<file path="src/rtl/sprite_mask_scanner_pkg.sv">
// Shared sprite geometry constants and the {row,col} mask ROM address packing.
package sprite_mask_scanner_pkg;

  localparam int SPR_SIZE_LOG2 = 4;
  localparam int SPR_ADDR_W    = 8;
  localparam int COORD_W_DEF   = 10;

  function automatic logic [SPR_ADDR_W-1:0] pack_addr(
    input logic [SPR_SIZE_LOG2-1:0] row,
    input logic [SPR_SIZE_LOG2-1:0] col
  );
    return {row, col};
  endfunction

endpackage

</file>
<file path="src/rtl/sprite_mask_scanner_if.sv">
// Pixel-stream, sprite-setup and mask-ROM signals between the VGA side and the scanner.
interface sprite_mask_scanner_if #(
  parameter int COORD_W = 10,
  parameter int COLOR_W = 3
);
  import sprite_mask_scanner_pkg::*;

  logic                  i_frame_start;
  logic [COORD_W-1:0]    i_sprite_x;
  logic [COORD_W-1:0]    i_sprite_y;
  logic [COLOR_W-1:0]    i_sprite_color;
  logic                  i_pixel_valid;
  logic [COORD_W-1:0]    i_column;
  logic [COORD_W-1:0]    i_row;
  logic [SPR_ADDR_W-1:0] o_address;
  logic                  i_mask;
  logic                  o_pixel_valid;
  logic                  o_pixel_on;
  logic [COLOR_W-1:0]    o_color;
  logic                  o_hit;

  modport master (
    output i_frame_start, i_sprite_x, i_sprite_y, i_sprite_color,
    output i_pixel_valid, i_column, i_row, i_mask,
    input  o_address, o_pixel_valid, o_pixel_on, o_color, o_hit
  );

  modport slave (
    input  i_frame_start, i_sprite_x, i_sprite_y, i_sprite_color,
    input  i_pixel_valid, i_column, i_row, i_mask,
    output o_address, o_pixel_valid, o_pixel_on, o_color, o_hit
  );

endinterface

</file>
<file path="src/rtl/sprite_mask_scanner_window_cmp.sv">
// One-axis sprite window test: offset from origin, range check and texel index.
module sprite_window_cmp
  import sprite_mask_scanner_pkg::*;
#(
  parameter int COORD_W    = 10,
  parameter int SCALE_LOG2 = 0
) (
  input  logic [COORD_W-1:0]       i_coord,
  input  logic [COORD_W-1:0]       i_origin,
  output logic                     o_inside,
  output logic [SPR_SIZE_LOG2-1:0] o_index
);

  // One extra bit so a sprite near the far screen edge clips instead of wrapping.
  localparam logic [COORD_W:0] SPAN = (COORD_W+1)'(1 << (SPR_SIZE_LOG2 + SCALE_LOG2));

  logic [COORD_W:0] w_coord;
  logic [COORD_W:0] w_origin;
  logic [COORD_W:0] w_diff;
  logic [COORD_W:0] w_end;

  assign w_coord  = {1'b0, i_coord};
  assign w_origin = {1'b0, i_origin};
  assign w_diff   = w_coord - w_origin;
  assign w_end    = w_origin + SPAN;
  assign o_inside = (w_coord >= w_origin) && (w_coord < w_end);
  assign o_index  = SPR_SIZE_LOG2'(w_diff >> SCALE_LOG2);

endmodule

</file>
<file path="src/rtl/sprite_mask_scanner.sv">
// Two-stage sprite mask scanner: drives the mask ROM address per visible pixel and
// emits the sprite-on flag, colour and a per-frame sticky hit.
module sprite_mask_scanner
  import sprite_mask_scanner_pkg::*;
#(
  parameter int   COORD_W     = COORD_W_DEF,
  parameter int   COLOR_W     = 3,
  parameter int   SCALE_LOG2  = 0,
  parameter logic TRANSPARENT = 1'b1
) (
  input  logic                  i_clk,
  input  logic                  i_rst,
  sprite_mask_scanner_if.slave  io_px
);

  logic [COORD_W-1:0]       r_pos_x;
  logic [COORD_W-1:0]       r_pos_y;
  logic [COLOR_W-1:0]       r_color;
  logic [SPR_ADDR_W-1:0]    r_address;
  logic                     r_valid_d1;
  logic                     r_inside_d1;
  logic                     r_pixel_valid;
  logic                     r_pixel_on;
  logic [COLOR_W-1:0]       r_color_out;
  logic                     r_hit;

  logic                     w_inside_x;
  logic                     w_inside_y;
  logic [SPR_SIZE_LOG2-1:0] w_tex_col;
  logic [SPR_SIZE_LOG2-1:0] w_tex_row;
  logic                     w_hit_pixel;
  logic                     w_on_next;

  sprite_window_cmp #(.COORD_W(COORD_W), .SCALE_LOG2(SCALE_LOG2)) u_cmp_x (
    .i_coord  (io_px.i_column),
    .i_origin (r_pos_x),
    .o_inside (w_inside_x),
    .o_index  (w_tex_col)
  );

  sprite_window_cmp #(.COORD_W(COORD_W), .SCALE_LOG2(SCALE_LOG2)) u_cmp_y (
    .i_coord  (io_px.i_row),
    .i_origin (r_pos_y),
    .o_inside (w_inside_y),
    .o_index  (w_tex_row)
  );

  assign w_hit_pixel = io_px.i_pixel_valid & w_inside_x & w_inside_y;
  assign w_on_next   = r_valid_d1 & r_inside_d1 & (io_px.i_mask != TRANSPARENT);

  always_ff @(posedge i_clk) begin
    if (i_rst) begin
      r_pos_x       <= {COORD_W{1'b0}};
      r_pos_y       <= {COORD_W{1'b0}};
      r_color       <= {COLOR_W{1'b0}};
      r_address     <= {SPR_ADDR_W{1'b0}};
      r_valid_d1    <= 1'b0;
      r_inside_d1   <= 1'b0;
      r_pixel_valid <= 1'b0;
      r_pixel_on    <= 1'b0;
      r_color_out   <= {COLOR_W{1'b0}};
      r_hit         <= 1'b0;
    end else begin
      // Pixels in the frame-start cycle still see the old position.
      if (io_px.i_frame_start) begin
        r_pos_x <= io_px.i_sprite_x;
        r_pos_y <= io_px.i_sprite_y;
        r_color <= io_px.i_sprite_color;
      end
      if (w_hit_pixel) begin
        r_address <= pack_addr(w_tex_row, w_tex_col);
      end
      r_valid_d1    <= io_px.i_pixel_valid;
      r_inside_d1   <= w_hit_pixel;
      r_pixel_valid <= r_valid_d1;
      r_pixel_on    <= w_on_next;
      r_color_out   <= w_on_next ? r_color : {COLOR_W{1'b0}};
      // A pixel leaving the pipe in the frame-start cycle belongs to the old frame.
      if (io_px.i_frame_start) begin
        r_hit <= 1'b0;
      end else if (w_on_next) begin
        r_hit <= 1'b1;
      end
    end
  end

  assign io_px.o_address     = r_address;
  assign io_px.o_pixel_valid = r_pixel_valid;
  assign io_px.o_pixel_on    = r_pixel_on;
  assign io_px.o_color       = r_color_out;
  assign io_px.o_hit         = r_hit;

endmodule

</file>
<file path="src/flat_wrapper.sv">
// flat-port wrapper written by rule: the top's interface ports become plain ports
module sprite_mask_scanner_flat import sprite_mask_scanner_pkg::*;
#(
  parameter int   COORD_W     = COORD_W_DEF,
  parameter int   COLOR_W     = 3,
  parameter int   SCALE_LOG2  = 0,
  parameter logic TRANSPARENT = 1'b1
)
  (i_clk, i_rst, io_px_i_frame_start, io_px_i_sprite_x, io_px_i_sprite_y, io_px_i_sprite_color, io_px_i_pixel_valid, io_px_i_column, io_px_i_row, io_px_i_mask, io_px_o_address, io_px_o_pixel_valid, io_px_o_pixel_on, io_px_o_color, io_px_o_hit);
  sprite_mask_scanner_if #(.COORD_W(COORD_W), .COLOR_W(COLOR_W)) io_px_i ();
  input  logic i_clk;
  input  logic i_rst;
  input wire logic [$bits(io_px_i.i_frame_start)-1:0] io_px_i_frame_start;
  input wire logic [$bits(io_px_i.i_sprite_x)-1:0] io_px_i_sprite_x;
  input wire logic [$bits(io_px_i.i_sprite_y)-1:0] io_px_i_sprite_y;
  input wire logic [$bits(io_px_i.i_sprite_color)-1:0] io_px_i_sprite_color;
  input wire logic [$bits(io_px_i.i_pixel_valid)-1:0] io_px_i_pixel_valid;
  input wire logic [$bits(io_px_i.i_column)-1:0] io_px_i_column;
  input wire logic [$bits(io_px_i.i_row)-1:0] io_px_i_row;
  input wire logic [$bits(io_px_i.i_mask)-1:0] io_px_i_mask;
  output wire logic [$bits(io_px_i.o_address)-1:0] io_px_o_address;
  output wire logic [$bits(io_px_i.o_pixel_valid)-1:0] io_px_o_pixel_valid;
  output wire logic [$bits(io_px_i.o_pixel_on)-1:0] io_px_o_pixel_on;
  output wire logic [$bits(io_px_i.o_color)-1:0] io_px_o_color;
  output wire logic [$bits(io_px_i.o_hit)-1:0] io_px_o_hit;
  assign io_px_i.i_frame_start = io_px_i_frame_start;
  assign io_px_i.i_sprite_x = io_px_i_sprite_x;
  assign io_px_i.i_sprite_y = io_px_i_sprite_y;
  assign io_px_i.i_sprite_color = io_px_i_sprite_color;
  assign io_px_i.i_pixel_valid = io_px_i_pixel_valid;
  assign io_px_i.i_column = io_px_i_column;
  assign io_px_i.i_row = io_px_i_row;
  assign io_px_i.i_mask = io_px_i_mask;
  assign io_px_o_address = io_px_i.o_address;
  assign io_px_o_pixel_valid = io_px_i.o_pixel_valid;
  assign io_px_o_pixel_on = io_px_i.o_pixel_on;
  assign io_px_o_color = io_px_i.o_color;
  assign io_px_o_hit = io_px_i.o_hit;
  sprite_mask_scanner #(.COORD_W(COORD_W), .COLOR_W(COLOR_W), .SCALE_LOG2(SCALE_LOG2), .TRANSPARENT(TRANSPARENT)) u_core (.i_clk(i_clk), .i_rst(i_rst), .io_px(io_px_i));
endmodule
</file>
<file path="config.mk">
export PLATFORM = sky130hd
export DESIGN_NAME = sprite_mask_scanner_flat
export DESIGN_NICKNAME = d
export VERILOG_FILES = /design/src/rtl/sprite_mask_scanner_pkg.sv /design/src/rtl/sprite_mask_scanner_if.sv /design/src/rtl/sprite_mask_scanner_window_cmp.sv /design/src/rtl/sprite_mask_scanner.sv /design/src/flat_wrapper.sv
export SDC_FILE = /design/constraint.sdc
export NUM_CORES = 1
export LEC_CHECK = 0
export ABC_AREA = 1
export ABC_CLOCK_PERIOD_IN_PS = 5600
export BUFFER_PORTS_ARGS = -buffer_cell sky130_fd_sc_hd__buf_2
export CAP_MARGIN = 20
export CORE_UTILIZATION = 42
export DETAILED_ROUTE_END_ITERATION = 6
export PLACE_DENSITY = 0.67
export RECOVER_POWER = 100
export SYNTH_ARGS = -nofsm -noshare
export SYNTH_HDL_FRONTEND = slang
export SYNTH_SLANG_ARGS = --single-unit
</file>
<file path="constraint.sdc">
create_clock -name i_clk -period 5.6 [get_ports i_clk]
set_input_delay 1.4 -clock i_clk [delete_from_list [all_inputs] [get_ports i_clk]]
set_output_delay 1.4 -clock i_clk [all_outputs]
set_load 0.02 [all_outputs]
</file>
==> reports/summary.log, run 1 <==
[detailed_routing] number of routed nets with antenna violations 0
[synth] synthesized net count 415
[min_path] Min-Delay Startpoint u_core.r_valid_d1
[detailed_routing] drt total wl 5285 um
[critical_path] Setup CP Type in -> reg
[detailed_routing] Iteration-0 DRC Markers 86
[floorplan] number of primary I/O pins 62
[min_path] end point of the most critical hold path u_core.io_px.o_pixel_valid
[critical_path] r2r startpoint u_core.r_pos_y[4]
[sta] Final Hold Viols 0
[sta] final worst path period need 2.957 ns
[critical_path] Worst setup startpoint io_px_i_row[0]
[final_layout] share of cells above drive strength 1 16.75%
[placement] pre-CTS setup slack 2.528 ns
[min_path] cell count of the worst hold path 2
[critical_path] Worst EP required 5.83 ns
[placement] standard cell area after detailed placement 0.002824 mm2
[critical_path] worst setup slack for register-to-register paths 3.24 ns
[sta] final setup fails 0
[floorplan] DIE HEIGHT 78.34 um
[synth] synthesized area per cell 7.394 um2
[synth] Warnings, synthesis 0
[clocking] CTS Sinks 39
[power] leakage 1.405 nW
[detailed_routing] first drt pass iteration count 4
[global_route] largest net degree at the start of global routing 33
[critical_path] CP startpoint kind input pin
[sta] clock skew after layout 0.004746 ns
[critical_path] sort of element at the end of the critical path flip-flop
[sta] final setup TNS 0 ns
[synth] gate count after technology mapping 331
[critical_path] Worst R2R Path Depth 12
[clocking] CTS root buf sky130_fd_sc_hd__clkbuf_8
[placement] number of input and output port buffers inserted 61
[power] maximum vdd drop 0.0001128 V
[outcome] status completed
[clocking] buffer count from post-CTS setup fixing 0
[floorplan] starting density of the core 43.91%
[sta] slew at the pin with the worst max-slew slack 0.9181 ns
[power] power density of the placed cells 241.4 mW/mm2
[placement] final weighted congestion of routability-driven global placement 0.8144
[placement] detailed placer's ending HPWL 4206 um
[global_route] wire length of the first global-routing pass 9273 um
[sta] Worst Hold Slack 0.4314 ns
[final_layout] ANT cells 0
[final_layout] final-layout fill cell count 592
[min_path] hold crit path type reg -> reg
[synth] Synth Cell Area 0.002447 mm2
[clocking] number of hold-repair buffers added at the cts stage 0
[sta] fraction of the cycle the final worst path needs 52.80%
[synth] portion of the post-synthesis area used by sequential elements 31.90%
[clocking] clock tree from TritonCTS done
[global_route] GRT Resource Usage Total 18.88%
[floorplan] number of rows in the core area 27
[global_route] initial antenna violation count 0
[clocking] clock network latency to the later pin of the worst-skew pair 0.29 ns
[global_route] final global-route overflow total 0
[critical_path] Crit Path Max Fanout 8
[sta] total count of max-transition violations in the final report 0
[detailed_routing] wire length per cell after detailed routing 11.34 um
[final_layout] final instance area 0.002900 mm2
[final_layout] Final Net Count 477
[synth] Yosys reg bits 39
[clocking] Resized cells post-CTS 0
[final_layout] flip-flop and latch area 780.7 um2
[clocking] clock buffers created by TritonCTS 5
[sta] Max Freq 0.3382 GHz
[sta] setup repair after global routing missed its margin false
[detailed_routing] via count 2223
[final_layout] Multi-input gate area 0.001451 mm2
[flow_run] max-capacitance violation count 0
[sta] Max transition margin 38.72%
[global_route] number of global-route vias before repair 2161
[detailed_routing] per-cell via count in the routed design 4.770
[critical_path] R2R Path End u_core.io_px.o_address[2]
[sta] setup slack after layout 2.643 ns
[clocking] Max Root-Sink Buffers 2
[critical_path] worst path arrival time 3.19 ns
[synth] number of distinct library cells after synthesis 22
[floorplan] die width 78.34 um
[final_layout] Layout Area Growth over Synthesis 18.51%
[floorplan] total core area 0.005574 mm2
[clocking] clock-pin transition on the worst setup and hold timing paths 0.08 ns
[detailed_routing] post-route DRC violation count 0
[floorplan] DIE AREA 0.006136 mm2
[clocking] maximum level of the CTS H-tree 2
==> power breakdown <==
| part | total (mW) | internal (mW) | switching (mW) |
|---|---|---|---|
| clock | 0.235 | 0.133 | 0.102 |
| combinational | 0.163 | 0.0676 | 0.0958 |
| sequential | 0.302 | 0.292 | 0.00949 |
| total | 0.700 | 0.493 | 0.207 |
==> routing by layer <==
| metal | vias up | global-route usage [%] | wire, um |
|---|---|---|---|
| li1 | 1191 | - | - |
| met1 | 979 | 24.12 | 2601 |
| met2 | 47 | 32.63 | 2413 |
| met3 | 6 | 3.605 | 215 |
| met4 | 0 | 4.444 | 55 |
| met5 | - | 0 | 0 |
==> worst max-delay path: stages <==
cell	delay, ns
sky130_fd_sc_hd__buf_2	0.09
sky130_fd_sc_hd__inv_1	0.04
sky130_fd_sc_hd__ha_1	0.22
sky130_fd_sc_hd__fa_1	0.42
sky130_fd_sc_hd__nand2_1	0.09
sky130_fd_sc_hd__nand4_1	0.09
sky130_fd_sc_hd__nand3_1	0.10
sky130_fd_sc_hd__nand3_1	0.11
sky130_fd_sc_hd__nor2_1	0.45
sky130_fd_sc_hd__nor2_1	0.09
sky130_fd_sc_hd__nor2_1	0.11
==> per-stage QoR <==
step | total power, mW | cells | utilization [%]
final | 0.7001 | 466 | 52.03
after floorplan | 0.4258 | 331 | -
after CTS | 0.7139 | 466 | 52.68
after global routing | 0.7496 | 466 | 52.03
after global placement | 0.4723 | 458 | 50.66
after detailed placement | 0.4762 | 458 | 50.66
==> area by class of cell <==
cell class | instances | area share, %
Multi-Input combinational cell | 238 | 50.04
Timing Repair Buffer | 62 | 9.965
Inverter | 47 | 6.083
Sequential cell | 39 | 26.92
Clock buffer | 5 | 2.373
Tap cell | 72 | 3.106
Clock inverter | 3 | 1.510
==> worst max-delay path by stage <==
stage                                      to  slack [ns]  depth (start not counted)
floorplan           u_core.io_px.o_address[0]        2.80                         11
global placement    u_core.io_px.o_address[4]        2.59                         12
detailed placement  u_core.io_px.o_address[4]        2.53                         12
CTS                 u_core.io_px.o_address[4]        2.84                         12
global route        u_core.io_px.o_address[2]        2.38                         11
finish              u_core.io_px.o_address[2]        2.64                         11
==> sequential cells by signal, indices dropped and copies added, names as in the netlist, 3 cells and up <==
signal / count
u_core.r_pos_y: 10
u_core.io_px.o_color: 3
u_core.r_pos_x: 10
u_core.io_px.o_address: 8
u_core.r_color: 3
==> logic make-up after synthesis <==
group / share of synthesized area [%]
XOR/XNOR: 4.294
buffers and inverters: 8.282
AO/OA/AOI/OAI: 12.78
adder cells (fa/ha/maj): 19.02
flip-flops: 31.90
AND/OR/NAND/NOR: 23.72
==> synth_stat cells (all sizes together) <==
cell	number	area, um2
dfxtp	39	780.8
clkbuf	7	26.28
or2	1	6.260
nand2	58	225.2
nand3	21	125.1
nor2	45	196.4
fa	2	40.04
o21ai	27	142.6
ha	34	425.4
a21o	2	15.01
xnor2	4	35.03
nand4	2	12.51
inv	46	172.7
nor3	3	15.01
clkinv	1	3.750
xor2	8	70.07
a21oi	31	155.2
==> cell usage in the layout, fill, tap and decap left out <==
master | synthesis | final
sky130_fd_sc_hd__nor2_4 | 3 | 2
sky130_fd_sc_hd__nand4_1 | 2 | 2
sky130_fd_sc_hd__clkbuf_1 | 7 | 17
sky130_fd_sc_hd__nand3_2 | 4 | 3
sky130_fd_sc_hd__xnor2_1 | 4 | 4
sky130_fd_sc_hd__nor3_1 | 3 | 3
sky130_fd_sc_hd__nand3_1 | 17 | 18
sky130_fd_sc_hd__fa_1 | 2 | 2
sky130_fd_sc_hd__clkbuf_8 | 0 | 5
sky130_fd_sc_hd__clkinv_4 | 0 | 1
sky130_fd_sc_hd__bufinv_16 | 0 | 1
sky130_fd_sc_hd__dfxtp_1 | 39 | 39
sky130_fd_sc_hd__nor2_2 | 2 | 2
sky130_fd_sc_hd__nand2_2 | 3 | 3
sky130_fd_sc_hd__clkinv_2 | 0 | 1
sky130_fd_sc_hd__a21oi_1 | 31 | 31
sky130_fd_sc_hd__o21ai_2 | 2 | 2
sky130_fd_sc_hd__clkinv_1 | 1 | 1
sky130_fd_sc_hd__nand2_1 | 55 | 55
sky130_fd_sc_hd__xor2_1 | 8 | 8
sky130_fd_sc_hd__buf_2 | 0 | 45
sky130_fd_sc_hd__nor2_1 | 40 | 41
sky130_fd_sc_hd__or2_2 | 1 | 1
sky130_fd_sc_hd__inv_1 | 46 | 46
sky130_fd_sc_hd__a21o_1 | 2 | 2
sky130_fd_sc_hd__ha_1 | 34 | 34
sky130_fd_sc_hd__o21ai_0 | 25 | 25
(Power assumes the default switching activity.)
==> run 2, diff against run 1 <==
--- a/config.mk
+++ b/config.mk
@@ -5,8 +5,8 @@
 export SDC_FILE = /design/constraint.sdc
 export NUM_CORES = 1
 export LEC_CHECK = 0
-export ABC_AREA = 1
-export ABC_CLOCK_PERIOD_IN_PS = 5600
+export ABC_AREA = 0
+export ABC_CLOCK_PERIOD_IN_PS = 3000
 export BUFFER_PORTS_ARGS = -buffer_cell sky130_fd_sc_hd__buf_2
 export CAP_MARGIN = 20
 export CORE_UTILIZATION = 42
==> constraint.sdc (replaced) <==
create_clock -name i_clk -period 3 [get_ports i_clk]
set_input_delay 0.75 -clock i_clk [delete_from_list [all_inputs] [get_ports i_clk]]
set_output_delay 0.75 -clock i_clk [all_outputs]
set_load 0.02 [all_outputs]
==> run 2 against run 1 <==
Compared with the run above:
- the run now ends with capacitance limit, slew limit left
- highest routed layer unchanged
- critical endpoint is now u_core.io_px.o_address[7]
- synthesized area decreased by 0.20%
- largest cell class unchanged
- final area is 0.26% higher
- worst setup slack lost 2.4 ns
- core utilization increased by 0.45 points
- synthesized cell count decreased by 19%
- power rose by 82%
- via count shrank 9.8%
- combinational power grew 69%
- sequential cell count unchanged
- critical path depth is 1 lower
==> reports/summary.log, run 2 <==
[synth] synthesized net count 351
[synth] Yosys top cell by area sky130_fd_sc_hd__dfxtp_1
[clocking] clock buffers created by TritonCTS 5
[final_layout] share of cells above drive strength 1 17.88%
[critical_path] sort of element at the end of the critical path flip-flop
[critical_path] worst setup slack for register-to-register paths 0.25 ns
[sta] fraction of the cycle the final worst path needs 91.53%
[global_route] GRT Resource Usage Total 17.42%
[critical_path] Worst EP required 3.17 ns
[critical_path] worst path arrival time 2.92 ns
[global_route] number of global-route vias before repair 1891
[detailed_routing] number of routed nets with antenna violations 0
[placement] pre-CTS setup slack 0.1918 ns
[clocking] clock-pin transition on the worst setup and hold timing paths 0.08 ns
[clocking] clock tree from TritonCTS done
[global_route] initial antenna violation count 0
[detailed_routing] first drt pass iteration count 4
[detailed_routing] via count 2005
[sta] final setup fails 0
[sta] total count of max-transition violations in the final report 25
[final_layout] most common cell after layout, fill and taps aside sky130_fd_sc_hd__buf_2
[placement] final weighted congestion of routability-driven global placement 0.8352
[placement] detailed placer's ending HPWL 3928 um
[synth] Warnings, synthesis 0
[clocking] Max Root-Sink Buffers 2
[global_route] final global-route overflow total 0
[sta] final setup TNS 0 ns
[power] leakage 1.291 nW
[final_layout] Layout Area Growth over Synthesis 19.06%
[sta] Max Freq 0.3642 GHz
[clocking] number of hold-repair buffers added at the cts stage 0
[synth] post-synthesis async set-or-reset flop share 0%
[power] power density of the placed cells 437.5 mW/mm2
[clocking] Resized cells post-CTS 0
[floorplan] number of rows in the core area 27
[sta] slew at the pin with the worst max-slew slack 1.727 ns
[detailed_routing] wire length per cell after detailed routing 12.29 um
[detailed_routing] drt total wl 4941 um
[floorplan] starting density of the core 44.08%
[placement] standard cell area after detailed placement 0.002819 mm2
[global_route] met1 track utilization from global routing 21.56%
[synth] proportion of netlist area held by the largest area contributor 31.97%
[final_layout] ANT cells 0
[power] maximum vdd drop 0.0002308 V
[clocking] buffer count from post-CTS setup fixing 0
[final_layout] final-layout fill cell count 545
[global_route] most congested layer reported by global routing met2
[sta] setup slack after layout 0.2540 ns
[synth] gate count after technology mapping 267
[synth] number of distinct library cells after synthesis 40
[synth] cells taking the most area after synthesis sky130_fd_sc_hd__dfxtp_1 (32%), sky130_fd_sc_hd__ha_1 (17%), sky130_fd_sc_hd__mux2i_1 (9.4%)
[sta] Worst Hold Slack 0.4627 ns
[floorplan] DIE AREA 0.006124 mm2
[sta] clock skew after layout 0.005625 ns
[final_layout] final instance area 0.002908 mm2
[final_layout] Final Net Count 413
[floorplan] DIE HEIGHT 78.26 um
[detailed_routing] Iteration-0 DRC Markers 40
[floorplan] die width 78.26 um
[sta] final worst path period need 2.746 ns
[global_route] largest net degree at the start of global routing 25
[sta] setup repair after global routing missed its margin false
[global_route] wire length of the first global-routing pass 8431 um
[synth] most used standard cells in the synthesized netlist sky130_fd_sc_hd__dfxtp_1 (39), sky130_fd_sc_hd__ha_1 (34), sky130_fd_sc_hd__nor2_1 (31)
[clocking] clock network latency to the later pin of the worst-skew pair 0.29 ns
[min_path] hold crit path type reg -> reg
[synth] most repeated cell in the gate-level netlist after synthesis sky130_fd_sc_hd__dfxtp_1
[critical_path] CP startpoint kind flip-flop
[synth] Yosys reg bits 39
[power] total power after layout 1.272 mW
[placement] number of input and output port buffers inserted 61
[critical_path] Crit Path Max Fanout 6
[clocking] CTS root buf sky130_fd_sc_hd__clkbuf_8
[synth] Synth Cell Area 0.002442 mm2
[placement] dpl cells 394
[final_layout] fin cells 402
[synth] dominant register cell in the synthesized netlist sky130_fd_sc_hd__dfxtp_1
[detailed_routing] per-cell via count in the routed design 4.988
[outcome] status finished, violations left
[synth] portion of the post-synthesis area used by sequential elements 31.97%
[synth] EDFF count, synth 0
[critical_path] Setup CP Type reg -> reg
[flow_run] max-capacitance violation count 1
[detailed_routing] post-route DRC violation count 0
[floorplan] total core area 0.005540 mm2
[synth] synthesized area per cell 9.147 um2
[global_route] global-route track usage on met3 3.488%
[final_layout] Post-Route Utilization 52.48%
[clocking] maximum level of the CTS H-tree 2
[clocking] CTS Sinks 39
[final_layout] most used cells in the layout excluding fill and tap cells sky130_fd_sc_hd__buf_2 (45), sky130_fd_sc_hd__dfxtp_1 (39), sky130_fd_sc_hd__ha_1 (34), sky130_fd_sc_hd__nor2_1 (31), sky130_fd_sc_hd__inv_1 (27)
[sta] Max transition margin -15.13%
[outcome] violations in the final reports capacitance limit, slew limit
[sta] Final Hold Viols 0
[floorplan] number of primary I/O pins 62
[global_route] met2 track utilization from global routing 30.00%
run 2: cell count changes after synthesis, sizes merged, moves of 3 or more:
cell and change:
nand2 -55, mux2i +23, inv -19, o21ai -14, a21oi -13, nor2 -13, xor2 -8, nand3 -7
xnor2 +6, a211oi +5, nor2b +5, and2 +3, buf +3, clkbuf -3
run 2: cell type report:
class                      count  area [um2]  share of cell area [%]
sequential                    39       780.7                   26.85
inverter                      27       101.3                   3.485
multi-input combinational    194        1530                   52.62
clock inverter                 3       43.79                   1.506
clock buffer                   5       68.82                   2.367
tap                           72       90.09                   3.098
timing repair buffer          62       292.8                   10.07
run 2: final timing paths:
| path | startpoint | endpoint | cells after the start |
|---|---|---|---|
| setup / recovery | u_core.r_pos_y[6] | u_core.io_px.o_address[7] | 10 |
| hold / removal | u_core.r_color[2] | u_core.io_px.o_color[2] | 1 |
| setup reg to reg | u_core.r_pos_y[6] | u_core.io_px.o_address[7] | 10 |
| hold reg to reg | u_core.r_color[2] | u_core.io_px.o_color[2] | 1 |
run 2: power breakdown:
group / switching (mW) / internal [mW]
Combinational: 0.144 / 0.131
Clock: 0.190 / 0.248
Sequential: 0.0191 / 0.540
run 2: kinds of logic (layout without fill, tap and decap cells):
logic type	after synthesis	in the layout	share of synthesized area (%)
XOR/XNOR	10	10	3.586
buffers and inverters	34	97	5.225
AO/OA/AOI/OAI	56	56	16.19
flip-flops	39	39	31.97
multiplexers	23	23	9.426
AND/OR/NAND/NOR	69	69	14.55
adder cells (fa/ha/maj)	36	36	19.06
run 2: metal layers:
layer | share of wire [%] | up-vias
met3 | 4.3 | 7
met4 | 1.3 | 0
met2 | 48 | 42
met5 | 0 | -
li1 | - | 1065
met1 | 46 | 891
run 2: worst max-delay path, stage by stage (launching register included):
cell and delay, ns:
sky130_fd_sc_hd__dfxtp_1 0.44, sky130_fd_sc_hd__and3_1 0.25, sky130_fd_sc_hd__nand3_1 0.12, sky130_fd_sc_hd__xnor2_1 0.15, sky130_fd_sc_hd__ha_1 0.31, sky130_fd_sc_hd__a21oi_1 0.15, sky130_fd_sc_hd__a32o_1 0.16, sky130_fd_sc_hd__nand3_2 0.11
sky130_fd_sc_hd__or4_1 0.67, sky130_fd_sc_hd__o21ai_0 0.20, sky130_fd_sc_hd__a21oi_1 0.09
==> run 3, diff against run 2 <==
--- a/config.mk
+++ b/config.mk
@@ -9,6 +9,7 @@
 export ABC_CLOCK_PERIOD_IN_PS = 3000
 export BUFFER_PORTS_ARGS = -buffer_cell sky130_fd_sc_hd__buf_2
 export CAP_MARGIN = 20
+export CORE_MARGIN = 8
 export CORE_UTILIZATION = 42
 export DETAILED_ROUTE_END_ITERATION = 6
 export PLACE_DENSITY = 0.67
==> run 3 against run 2 <==
Compared with the run above:
- the flow still finishes with violations (capacitance limit, slew limit)
- final area grew 0.82%
- power increased by 7.2%
- sequential power about the same
- worst hold slack about the same
- clock-buffer cell count is the same
- global-route usage decreased by 3.6 points
- worst setup slack worse by 0.033 ns
- sequential cell count unchanged
- critical path depth stayed put
- first-iteration DRC count increased by 88%
==> reports/summary.log, run 3 (synthesis gave the netlist of run 2 again) <==
[clocking] clock buffers created by TritonCTS 5
[critical_path] crit-path most repeated cell sky130_fd_sc_hd__a21oi_1
[floorplan] DIE HEIGHT 92.26 um
[power] clock power share 38.4%
[detailed_routing] per-cell via count in the routed design 5.122
[global_route] final global-route overflow total 0
[clocking] clock-pin transition on the worst setup and hold timing paths 0.08 ns
[flow_run] max-capacitance violation count 1
[critical_path] r2r startpoint u_core.r_pos_y[6]
[global_route] initial antenna violation count 0
[clocking] CTS Sinks 39
[power] net load switching power 0.3607 mW
[final_layout] share of cells above drive strength 1 17.88%
[clocking] buffer count from post-CTS setup fixing 0
[floorplan] total core area 0.005574 mm2
[sta] final setup fails 0
[critical_path] Worst R2R Path Depth 10
[critical_path] sequence of cells on the critical path and3_1, nand3_1, xnor2_1, ha_1, a21oi_1, a32o_1, nand3_2, or4_1, o21ai_0, a21oi_1
[clocking] clock network latency to the later pin of the worst-skew pair 0.29 ns
[sta] total count of max-transition violations in the final report 25
[final_layout] most used cells in the layout excluding fill and tap cells sky130_fd_sc_hd__buf_2 (45), sky130_fd_sc_hd__dfxtp_1 (39), sky130_fd_sc_hd__ha_1 (34), sky130_fd_sc_hd__nor2_1 (31), sky130_fd_sc_hd__inv_1 (27)
[global_route] GRT Resource Usage Total 13.81%
[clocking] Max Root-Sink Buffers 2
[critical_path] sort of element at the end of the critical path flip-flop
[critical_path] worst path arrival time 2.96 ns
[critical_path] CP startpoint kind flip-flop
[outcome] violations in the final reports capacitance limit, slew limit
[sta] fraction of the cycle the final worst path needs 92.63%
[placement] number of input and output port buffers inserted 61
[critical_path] library cell contributing the largest single delay on the critical path sky130_fd_sc_hd__or4_1
[sta] Max transition margin -18.76%
[detailed_routing] wire length per cell after detailed routing 14.03 um
[placement] final weighted congestion of routability-driven global placement 0.8206
[power] power density of the placed cells 465.3 mW/mm2
[power] switching fraction of total power 26.44%
[floorplan] number of primary I/O pins 62
[power] power share of the combinational group 20.6%
[power] Reg power frac 41.0%
[global_route] number of global-route vias before repair 2158
[min_path] hold crit path type reg -> reg
[clocking] maximum level of the CTS H-tree 2
[sta] setup repair after global routing missed its margin false
[final_layout] most common cell after layout, fill and taps aside sky130_fd_sc_hd__buf_2
[placement] pre-CTS setup slack 0.1863 ns
[detailed_routing] via count 2059
[sta] Final Hold Viols 0
[power] internal power summed over all cells 1.003 mW
[floorplan] starting density of the core 43.82%
[global_route] wire length of the first global-routing pass 9729 um
[floorplan] die width 92.26 um
[clocking] number of hold-repair buffers added at the cts stage 0
[critical_path] buffer and inverter count on the worst path 0
[sta] final worst path period need 2.779 ns
[critical_path] Setup CP Type reg -> reg
[sta] slew at the pin with the worst max-slew slack 1.781 ns
[final_layout] Layout Area Growth over Synthesis 20.03%
[detailed_routing] drt total wl 5641 um
[critical_path] critical path depth 10
[detailed_routing] post-route DRC violation count 0
[critical_path] Worst setup startpoint u_core.r_pos_y[6]
[critical_path] Critical Path End u_core.io_px.o_address[6]
[critical_path] largest stage delay on the critical path 0.68 ns
[placement] detailed placer's ending HPWL 4538 um
[power] maximum vdd drop 0.0002606 V
[floorplan] DIE AREA 0.008511 mm2
[min_path] cell count of the worst hold path 1
[sta] setup slack after layout 0.2212 ns
[detailed_routing] number of routed nets with antenna violations 0
[sta] clock skew after layout 0.009217 ns
[critical_path] dominant delay contributor by cell family on the critical path simple AND/OR/NAND/NOR gates
[critical_path] worst setup slack for register-to-register paths 0.22 ns
[critical_path] R2R Path End u_core.io_px.o_address[6]
[sta] Max Freq 0.3599 GHz
[sta] final setup TNS 0 ns
[clocking] clock tree from TritonCTS done
[outcome] status finished, violations left
[final_layout] ANT cells 0
[clocking] CTS root buf sky130_fd_sc_hd__clkbuf_8
[final_layout] Final Net Count 413
[power] leakage 1.298 nW
[final_layout] final-layout fill cell count 540
[critical_path] Worst EP required 3.18 ns
[detailed_routing] Iteration-0 DRC Markers 75
[detailed_routing] first drt pass iteration count 5
[global_route] largest net degree at the start of global routing 25
[clocking] Resized cells post-CTS 0
[critical_path] Crit Path Max Fanout 6
[floorplan] number of rows in the core area 27
-- run 3: cell count changes in the layout (fill, tap and decap cells not counted), sizes merged --
cell | before | now
bufinv | 1 | 2
clkinvlp | 0 | 1
clkinv | 2 | 0
-- run 3: how the worst min path moves through the flow --
stage | from | end | slack (ns)
after floorplan | u_core.r_color[0] | u_core.io_px.o_color[0] | 0.43
after global routing | u_core.r_color[0] | u_core.io_px.o_color[0] | 0.48
final | u_core.r_color[0] | u_core.io_px.o_color[0] | 0.46
after global placement | u_core.r_color[2] | u_core.io_px.o_color[2] | 0.44
after CTS | u_core.r_color[0] | u_core.io_px.o_color[0] | 0.46
after detailed placement | u_core.r_color[0] | u_core.io_px.o_color[0] | 0.45
-- run 3: routing by layer --
metal / vias up / track usage (%) / share of wire (%)
li1: 1067 / - / -
met1: 935 / 16.18 / 46
met2: 50 / 23.54 / 48
met3: 7 / 4.156 / 5.2
met4: 0 / 4.295 / 1.2
met5: - / 0 / 0
-- run 3: cell type report --
| type | count | area, um2 | share of cell area, % |
|---|---|---|---|
| clock inverters | 3 | 67.56 | 2.305 |
| flip-flops and latches | 39 | 780.7 | 26.63 |
| multi-input cells | 194 | 1530 | 52.20 |
| well taps | 72 | 90.09 | 3.073 |
| repair buffers | 62 | 292.8 | 9.987 |
| inverters | 27 | 101.3 | 3.457 |
| clock buffers | 5 | 68.82 | 2.347 |
-- run 3: metrics by stage --
step | util, % | instances | hold slack (ns) | total power [mW] | cell area [um2]
2_1_floorplan | - | 267 | 0.4291 | 0.7675 | 2442
3_3_place_gp | 50.57 | 394 | 0.4351 | 0.8472 | 2819
6_report | 52.59 | 402 | 0.4625 | 1.364 | 2932
5_1_grt | 52.59 | 402 | 0.4795 | 1.441 | 2932
3_5_place_dp | 50.57 | 394 | 0.4469 | 0.8537 | 2819
4_1_cts | 53.02 | 402 | 0.4647 | 1.380 | 2955
-- run 3: power groups by stage --
stage                     Combinational [mW]  Sequential, mW  Clock, mW
after CTS                              0.285           0.559      0.536
after floorplan                        0.197           0.571          0
after detailed placement               0.282           0.572          0
after global routing                   0.320           0.563      0.557
final                                  0.281           0.559      0.524
after global placement                 0.276           0.571          0
